File: src/rtl/gray_counter_param.sv
// gray_counter_param: registered up/down Gray-code counter with synchronous
// Gray-coded load and a one-cycle wrap pulse. The binary count is the only
// real state; the Gray bus is registered from the next binary value so it is
// glitch-free and changes one bit per step (safe as a cross-domain pointer).
//
// Build option GRAY_COUNTER_SATURATE_EN: when defined the counter saturates
// at the ends of its range instead of wrapping, and wrap pulses on every
// enabled cycle whose step is blocked.
module gray_counter_param #(
    parameter int WIDTH = 4
) (
    input  logic             clk,
    input  logic             rst,
    input  logic             en,
    input  logic             up,
    input  logic             load,
    input  logic [WIDTH-1:0] load_gray,
    output logic [WIDTH-1:0] gray_out,
    output logic [WIDTH-1:0] bin_out,
    output logic             wrap
);

    localparam logic [WIDTH-1:0] ONE = WIDTH'(1);

    logic [WIDTH-1:0] bin_q, bin_d;
    logic [WIDTH-1:0] gray_q, gray_d;
    logic             wrap_q, wrap_d;
    logic [WIDTH-1:0] load_bin;
    logic             at_max, at_min;

    // Gray to binary: each binary bit is the XOR of all Gray bits at or above it.
    always_comb begin
        load_bin = '0;
        for (int i = 0; i < WIDTH; i++) begin
            load_bin[i] = ^(load_gray >> i);
        end
    end

    assign at_max = &bin_q;
    assign at_min = ~|bin_q;

    // Next count: load beats count, count beats hold; Gray follows next binary.
    always_comb begin
        bin_d  = bin_q;
        wrap_d = 1'b0;
        if (load) begin
            bin_d = load_bin;
        end else if (en) begin
            if (up) begin
`ifdef GRAY_COUNTER_SATURATE_EN
                if (at_max) wrap_d = 1'b1;
                else        bin_d  = bin_q + ONE;
`else
                bin_d  = bin_q + ONE;
                wrap_d = at_max;
`endif
            end else begin
`ifdef GRAY_COUNTER_SATURATE_EN
                if (at_min) wrap_d = 1'b1;
                else        bin_d  = bin_q - ONE;
`else
                bin_d  = bin_q - ONE;
                wrap_d = at_min;
`endif
            end
        end
        gray_d = bin_d ^ (bin_d >> 1);
    end

    // State and output registers with synchronous reset.
    always_ff @(posedge clk) begin
        if (rst) begin
            bin_q  <= '0;
            gray_q <= '0;
            wrap_q <= 1'b0;
        end else begin
            bin_q  <= bin_d;
            gray_q <= gray_d;
            wrap_q <= wrap_d;
        end
    end

    assign bin_out  = bin_q;
    assign gray_out = gray_q;
    assign wrap     = wrap_q;

endmodule

File: config.mk
export PLATFORM = sky130hd
export DESIGN_NAME = gray_counter_param
export DESIGN_NICKNAME = d
export VERILOG_FILES = /design/src/rtl/gray_counter_param.sv
export SDC_FILE = /design/constraint.sdc
export NUM_CORES = 1
export LEC_CHECK = 0
export CAP_MARGIN = 5
export CORE_AREA = 2 2 41 43
export CTS_CLUSTER_DIAMETER = 120
export CTS_CLUSTER_SIZE = 30
export DETAILED_ROUTE_END_ITERATION = 7
export DIE_AREA = 0 0 43 45
export HOLD_SLACK_MARGIN = 0.02
export PLACE_DENSITY = 0.71
export REMOVE_ABC_BUFFERS = 1
export SLEW_MARGIN = 20
export SYNTH_ARGS = -nofsm -noshare
export SYNTH_HDL_FRONTEND = slang
export SYNTH_SLANG_ARGS = --single-unit
File: constraint.sdc
create_clock -name clk -period 1.55 [get_ports clk]
set_input_delay 0.3875 -clock clk [delete_from_list [all_inputs] [get_ports clk]]
set_output_delay 0.3875 -clock clk [all_outputs]
set_load 0.03 [all_outputs]
==> impl_metrics.json, run 1 <==
{
  "insertion_delay_ns": 0.26,
  "violations": "setup timing",
  "hold_viol": 0,
  "core_um2": 1470,
  "setup_slack_ns": -0.0549,
  "layout-drive-gt1-share_pct": 38.0,
  "pwr-share-seq_pct": 32.7,
  "slew_headroom_pct": 77.9,
  "vias": 597,
  "cp_slowest_cell": "dfxtp_2",
  "netlist_instances": 63,
  "hp-start": "up",
  "report.final.slew_viol_count": 0,
  "dr.pass1.iters": 4,
  "top_layer": "met4",
  "track_usage_pct": 17.1,
  "ys.flop_type": "dfxtp_1",
  "synth-seq-area-share_pct": 27.8,
  "path_class": "flip-flop to flip-flop",
  "path_buf_inv": 1,
  "async_flop_share_pct": 0,
  "die_w_um": 43,
  "worstReg2RegStart": "bin_out[0]",
  "die-area_um2": 1940,
  "overflow": 0,
  "status": "finished with violations",
  "synth_area_um2": 576,
  "cts_tree": "done",
  "fillers": 133,
  "fin_crit_ns": 1.60,
  "wl_met3_um": 111,
  "cts_max_path_buffers": 2,
  "ios": 18,
  "cp.depth": 6,
  "rsz0062_at_grt": "yes",
  "powerDensity_nw_per_um2": 836,
  "setup_viol": 2,
  "die_h_um": 45,
  "numCtsBuffers": 3,
  "nets": 106,
  "path_cells": "inv_2 -> fa_2 -> xnor2_1 -> a211o_1 -> a211o_1 -> a21oi_1",
  "syn_to_final_growth_pct": 53.7,
  "antenna_left": 0,
  "ir_drop_uv": 501,
  "antenna_found_initial": 0,
  "grt_max_degree": 14,
  "fin_crit_sh_pct": 104,
  "wire_per_inst_um": 13.4,
  "crit_path_start_kind": "flip-flop",
  "worstMarginPinSlew_ns": 0.330,
  "drc": 0,
  "reg2reg_to": "gray_out[1]",
  "end_kind": "flip-flop",
  "wl_um": 1450,
  "clock_sinks": 8,
  "gp_congestion": 0.820,
  "total_power_mw": 0.740,
  "n_antenna_cell": 0,
  "cp_max_fo": 4,
  "start_util_pct": 39.1,
  "path_common_cell": "a211o_1",
  "crit_family": "compound AO/OA/AOI/OAI gates",
  "grt_pass1_wl_um": 2390,
  "p_leak_nw": 0.421,
  "combPwrFrac_pct": 45.1,
  "cp-startpoint": "bin_out[0]",
  "max_freq_ghz": 0.623,
  "fin_skew_ns": 0.00296,
  "yosysTopAreaCellShare_pct": 27.8,
  "grt_pass1_vias": 562,
  "via_per_inst": 5.53,
  "wl_met2_um": 672,
  "synth_edf_count": 0,
  "internal_power_mw": 0.481,
  "hold_path.class": "input port to flip-flop",
  "yosysTopAreaCell": "dfxtp_1",
  "p_clk_share_pct": 22.2,
  "reg2reg_slack_ns": -0.05,
  "p_sw_mw": 0.259,
  "io_buffers": 17,
  "fin_setup_tns_ns": -0.0608,
  "cp_data_arrival_time_ns": 1.80,
  "syn_avg_cell_area_um2": 9.14,
  "cp.required_ns": 1.74,
  "synth_area_leaders": "dfxtp_1 28%, mux2i_1 5.2%, xnor2_1 4.6%",
  "clk_pin_slew_worst_paths_ns": 0.06,
  "endpoint": "gray_out[1]",
  "dp_hpwl_um": 1040,
  "cpPeakStageDelay_ns": 0.34,
  "drv_cap": 0,
  "synth_warnings": 0,
  "cts-root-buf": "clkbuf_4",
  "swShare_pct": 35.0,
  "num_rows": 14,
  "ys_ff_latch": 8,
  "drt-initial-drc-count": 5,
  "cts-htree-levels": 1,
  "synth_cell_types": 34,
  "r2r_cells": 6,
  "wl_met1_um": 650
}
## sequential cells by signal, indices dropped and copies added (netlist names)
signal and count:
bin_out 4, gray_out 3, wrap 1
## power groups by stage
| stage | clock (mW) | combinational (mW) | sequential, mW |
|---|---|---|---|
| after global routing | 0.185 | 0.360 | 0.244 |
| after detailed placement | 0 | 0.322 | 0.244 |
| after CTS | 0.174 | 0.325 | 0.240 |
| after global placement | 0 | 0.317 | 0.245 |
| after floorplan | 0 | 0.120 | 0.301 |
| final | 0.164 | 0.333 | 0.242 |
## worst min-delay path, delay by kind of cell
kind                   cells  cell delay, ns
buffers and inverters      2            0.18
AOI/OAI and AO/OA          1            0.14
and+or+nand+nor            2            0.11
## Yosys cell counts, drive strengths merged, types with 2 or more instances
| master | number |
|---|---|
| ha | 2 |
| buf | 4 |
| xnor2 | 3 |
| nand3 | 2 |
| nor2 | 4 |
| a211o | 2 |
| nand2 | 4 |
| mux2i | 3 |
| a21o | 3 |
| a21oi | 4 |
| inv | 4 |
| nand3b | 2 |
| dfxtp | 8 |
## worst min-delay path by stage
stage / cells after the start / endpoint / slack [ns]
after CTS: 5 / wrap / 0.60
final: 5 / wrap / 0.60
after floorplan: 1 / gray_out[1] / 0.46
after detailed placement: 4 / wrap / 0.74
after global placement: 4 / wrap / 0.75
after global routing: 5 / wrap / 0.66
## per-stage QoR
stage	hold slack, ns	setup slack, ns	std cells	utilization, %	instance area, um2
finish	0.603	-0.0549	108	60.1	885
floorplan	0.457	-0.422	59	-	542
CTS	0.598	-0.0749	108	59.3	872
global route	0.656	-0.135	108	60.1	885
detailed placement	0.744	-0.717	105	56.0	825
global placement	0.746	-0.690	105	56.0	825
## cell type report
class	instances	area, um2	area share (%)
Multi-Input combinational cell	47	404	45.7
Timing Repair Buffer	30	259	29.3
Sequential cell	8	164	18.5
Clock buffer	3	22.5	2.55
Tap cell	16	20.0	2.26
Inverter	4	15.0	1.70
## cells by family (layout without fill, tap and decap cells)
family | after synthesis | count (layout) | synth area share, %
AO/OA/AOI/OAI | 15 | 15 | 18.9
XOR/XNOR | 4 | 4 | 8.48
adder cells (fa/ha/maj) | 3 | 3 | 7.83
buffers and inverters | 8 | 37 | 8.48
flip-flops | 8 | 8 | 27.8
multiplexers | 3 | 3 | 5.22
AND/OR/NAND/NOR | 22 | 22 | 23.3
## placed cells by master (no fill, tap or decap), types with 2 or more instances in the layout
master,synthesis,final
clkbuf_4,0,3
a211o_1,2,2
nor2_1,4,4
mux2i_1,3,2
buf_4,3,14
a21o_1,2,2
nand3b_1,2,2
a21oi_1,4,4
nand2_2,0,2
inv_1,4,2
dfxtp_1,8,5
nand2_1,4,2
dlygate4sd2_1,0,8
inv_2,0,2
clkdlybuf4s50_1,0,3
dfxtp_2,0,3
xnor2_1,3,3
## layer usage
layer	up-vias	track usage (%)
li1	288	-
met1	282	20.0
met2	25	28.8
met3	2	7.20
met4	0	5.45
met5	-	0
## what timing repair did
action,4_1_cts,5_1_grt
endpoints found under the setup margin,14,6
buffers inserted,0,0
pin swaps,5,8
hold buffers,0,0
gates resized for setup,25,10
cloned,0,0
No activity file was read; power rests on OpenSTA's default activity.
==> run 2, diff against run 1 <==
--- a/config.mk
+++ b/config.mk
@@ -5,16 +5,14 @@
 export SDC_FILE = /design/constraint.sdc
 export NUM_CORES = 1
 export LEC_CHECK = 0
-export CAP_MARGIN = 5
 export CORE_AREA = 2 2 41 43
 export CTS_CLUSTER_DIAMETER = 120
 export CTS_CLUSTER_SIZE = 30
 export DETAILED_ROUTE_END_ITERATION = 7
 export DIE_AREA = 0 0 43 45
 export HOLD_SLACK_MARGIN = 0.02
-export PLACE_DENSITY = 0.71
+export PLACE_DENSITY = 0.68
 export REMOVE_ABC_BUFFERS = 1
-export SLEW_MARGIN = 20
 export SYNTH_ARGS = -nofsm -noshare
 export SYNTH_HDL_FRONTEND = slang
 export SYNTH_SLANG_ARGS = --single-unit
==> run 2 against run 1 <==
  * Largest power group unchanged
  * Critical endpoint unchanged
  * Clock power up 9.8%
  * Largest cell class unchanged
  * Wire length up 7.3%
  * The run still ends with setup timing left
  * Register-to-register slack got worse by 0.11 ns
  * Worst setup slack got worse by 0.11 ns
  * Sequential power about the same
==> impl_metrics.json, run 2 (same netlist as run 1, synthesis figures left out) <==
{
  "fillers": 141,
  "dp.cells": 104,
  "p_leak_nw": 0.420,
  "vias": 607,
  "die-area_um2": 1940,
  "most-common-layout-cells": "15 x buf_4, 9 x dlygate4sd2_1, 6 x dfxtp_1",
  "via_per_inst": 5.52,
  "register_area_um2": 163,
  "fin_crit_sh_pct": 111,
  "start_util_pct": 39.1,
  "end_kind": "flip-flop",
  "grt_max_degree": 14,
  "powerDensity_nw_per_um2": 866,
  "setup_slack_ns": -0.163,
  "core_um2": 1470,
  "r2r_cells": 7,
  "n_antenna_cell": 0,
  "status": "finished with violations",
  "grt_pass1_wl_um": 2550,
  "largest_reg_flops": 4,
  "insertion_delay_ns": 0.27,
  "report.final.slew_viol_count": 0,
  "antenna_found_initial": 0,
  "worstReg2RegStart": "bin_out[1]",
  "cts-root-buf": "clkbuf_4",
  "reg2reg_slack_ns": -0.16,
  "syn_to_final_growth_pct": 55.7,
  "dr.pass1.iters": 4,
  "dp_hpwl_um": 1070,
  "track_usage_pct": 18.1,
  "violations": "setup timing",
  "die_h_um": 45,
  "nets": 108,
  "ios": 18,
  "crit_path_start_kind": "flip-flop",
  "grt_pass1_vias": 579,
  "final_util_pct": 60.9,
  "fin_crit_ns": 1.71,
  "setup_viol": 4,
  "fin_skew_ns": 0.0140,
  "worstMarginPinSlew_ns": 0.371,
  "gp_congestion": 0.801,
  "num_rows": 14,
  "die_w_um": 43,
  "total_power_mw": 0.776,
  "path_class": "flip-flop to flip-flop",
  "ir_drop_uv": 473,
  "max_freq_ghz": 0.584,
  "top_layer": "met4",
  "fin_setup_tns_ns": -0.340,
  "wl_met3_um": 116,
  "reg2reg_to": "gray_out[1]",
  "clock_sinks": 8,
  "wl_met1_um": 679,
  "layout-drive-gt1-share_pct": 36.2,
  "cp_max_fo": 2,
  "cts_tree": "done",
  "antenna_left": 0,
  "cp_data_arrival_time_ns": 1.90,
  "wl_met2_um": 737,
  "cp.required_ns": 1.73,
  "wire_per_inst_um": 14.1,
  "slew_headroom_pct": 75.2,
  "multi_input_area_um2": 404,
  "drt-initial-drc-count": 16,
  "cp-startpoint": "bin_out[1]",
  "io_buffers": 17,
  "wl_um": 1550,
  "endpoint": "gray_out[1]",
  "final_common_cell": "buf_4",
  "cts_max_path_buffers": 2,
  "clk_pin_slew_worst_paths_ns": 0.07,
  "final_cells": 110,
  "rsz0062_at_grt": "yes",
  "numCtsBuffers": 3,
  "hold_path.class": "input port to flip-flop",
  "cts-htree-levels": 1,
  "drv_cap": 0,
  "overflow": 0,
  "drc": 0,
  "hold_viol": 0
}
-- run 2: layer usage --
layer	vias up	global-route usage, %
li1	292	-
met1	290	22.2
met2	22	29.7
met3	3	5.20
met4	0	8.48
met5	-	0
-- run 2: how the worst min path moves through the flow --
stage               start          end  cells after the start
2_1_floorplan         rst  gray_out[1]                      1
4_1_cts                up   bin_out[3]                      4
6_report               up   bin_out[3]                      4
3_5_place_dp   bin_out[3]   bin_out[3]                      3
5_1_grt                up   bin_out[3]                      4
3_3_place_gp   bin_out[3]   bin_out[3]                      3
-- run 2: repair_timing --
item / CTS / global route
setup buffers: 2 / 1
cloned: 0 / 0
endpoints found under the setup margin: 15 / 6
pin swaps: 8 / 2
gates resized for setup: 27 / 2
hold buffers: 0 / 0
-- run 2: layout make-up --
cell class | count | area share [%]
Tap cell | 16 | 2.23
Clock buffer | 3 | 2.51
Timing Repair Buffer | 32 | 30.0
Multi-Input combinational cell | 47 | 45.1
Sequential cell | 8 | 18.2
Inverter | 4 | 1.96
-- run 2: critical path: stages, from the launching register on --
cell     delay (ns)
dfxtp_2        0.33
buf_6          0.09
inv_4          0.03
fa_2           0.35
xnor2_1        0.13
a211o_1        0.29
a211o_1        0.28
a21oi_2        0.14
-- run 2: stage by stage --
stage / area, um2 / setup slack [ns] / hold WS (ns)
3_5_place_dp: 817 / -0.868 / 0.730
2_1_floorplan: 542 / -0.422 / 0.457
3_3_place_gp: 817 / -0.759 / 0.749
6_report: 896 / -0.163 / 0.662
5_1_grt: 896 / -0.234 / 0.687
4_1_cts: 882 / -0.146 / 0.656
-- run 2: power breakdown --
group | switching [mW] | internal, mW | leakage (nW) | total (mW)
Sequential | 0.0105 | 0.230 | 0.0669 | 0.240
Clock | 0.0908 | 0.0895 | 0.0138 | 0.180
Combinational | 0.182 | 0.173 | 0.339 | 0.355
==> run 3, diff against run 2 <==
--- a/config.mk
+++ b/config.mk
@@ -13,6 +13,7 @@
 export HOLD_SLACK_MARGIN = 0.02
 export PLACE_DENSITY = 0.68
 export REMOVE_ABC_BUFFERS = 1
+export SLEW_MARGIN = 30
 export SYNTH_ARGS = -nofsm -noshare
 export SYNTH_HDL_FRONTEND = slang
 export SYNTH_SLANG_ARGS = --single-unit
==> results of run 3 <==
Final layout, timing and power as in run 2 (identical DEF).
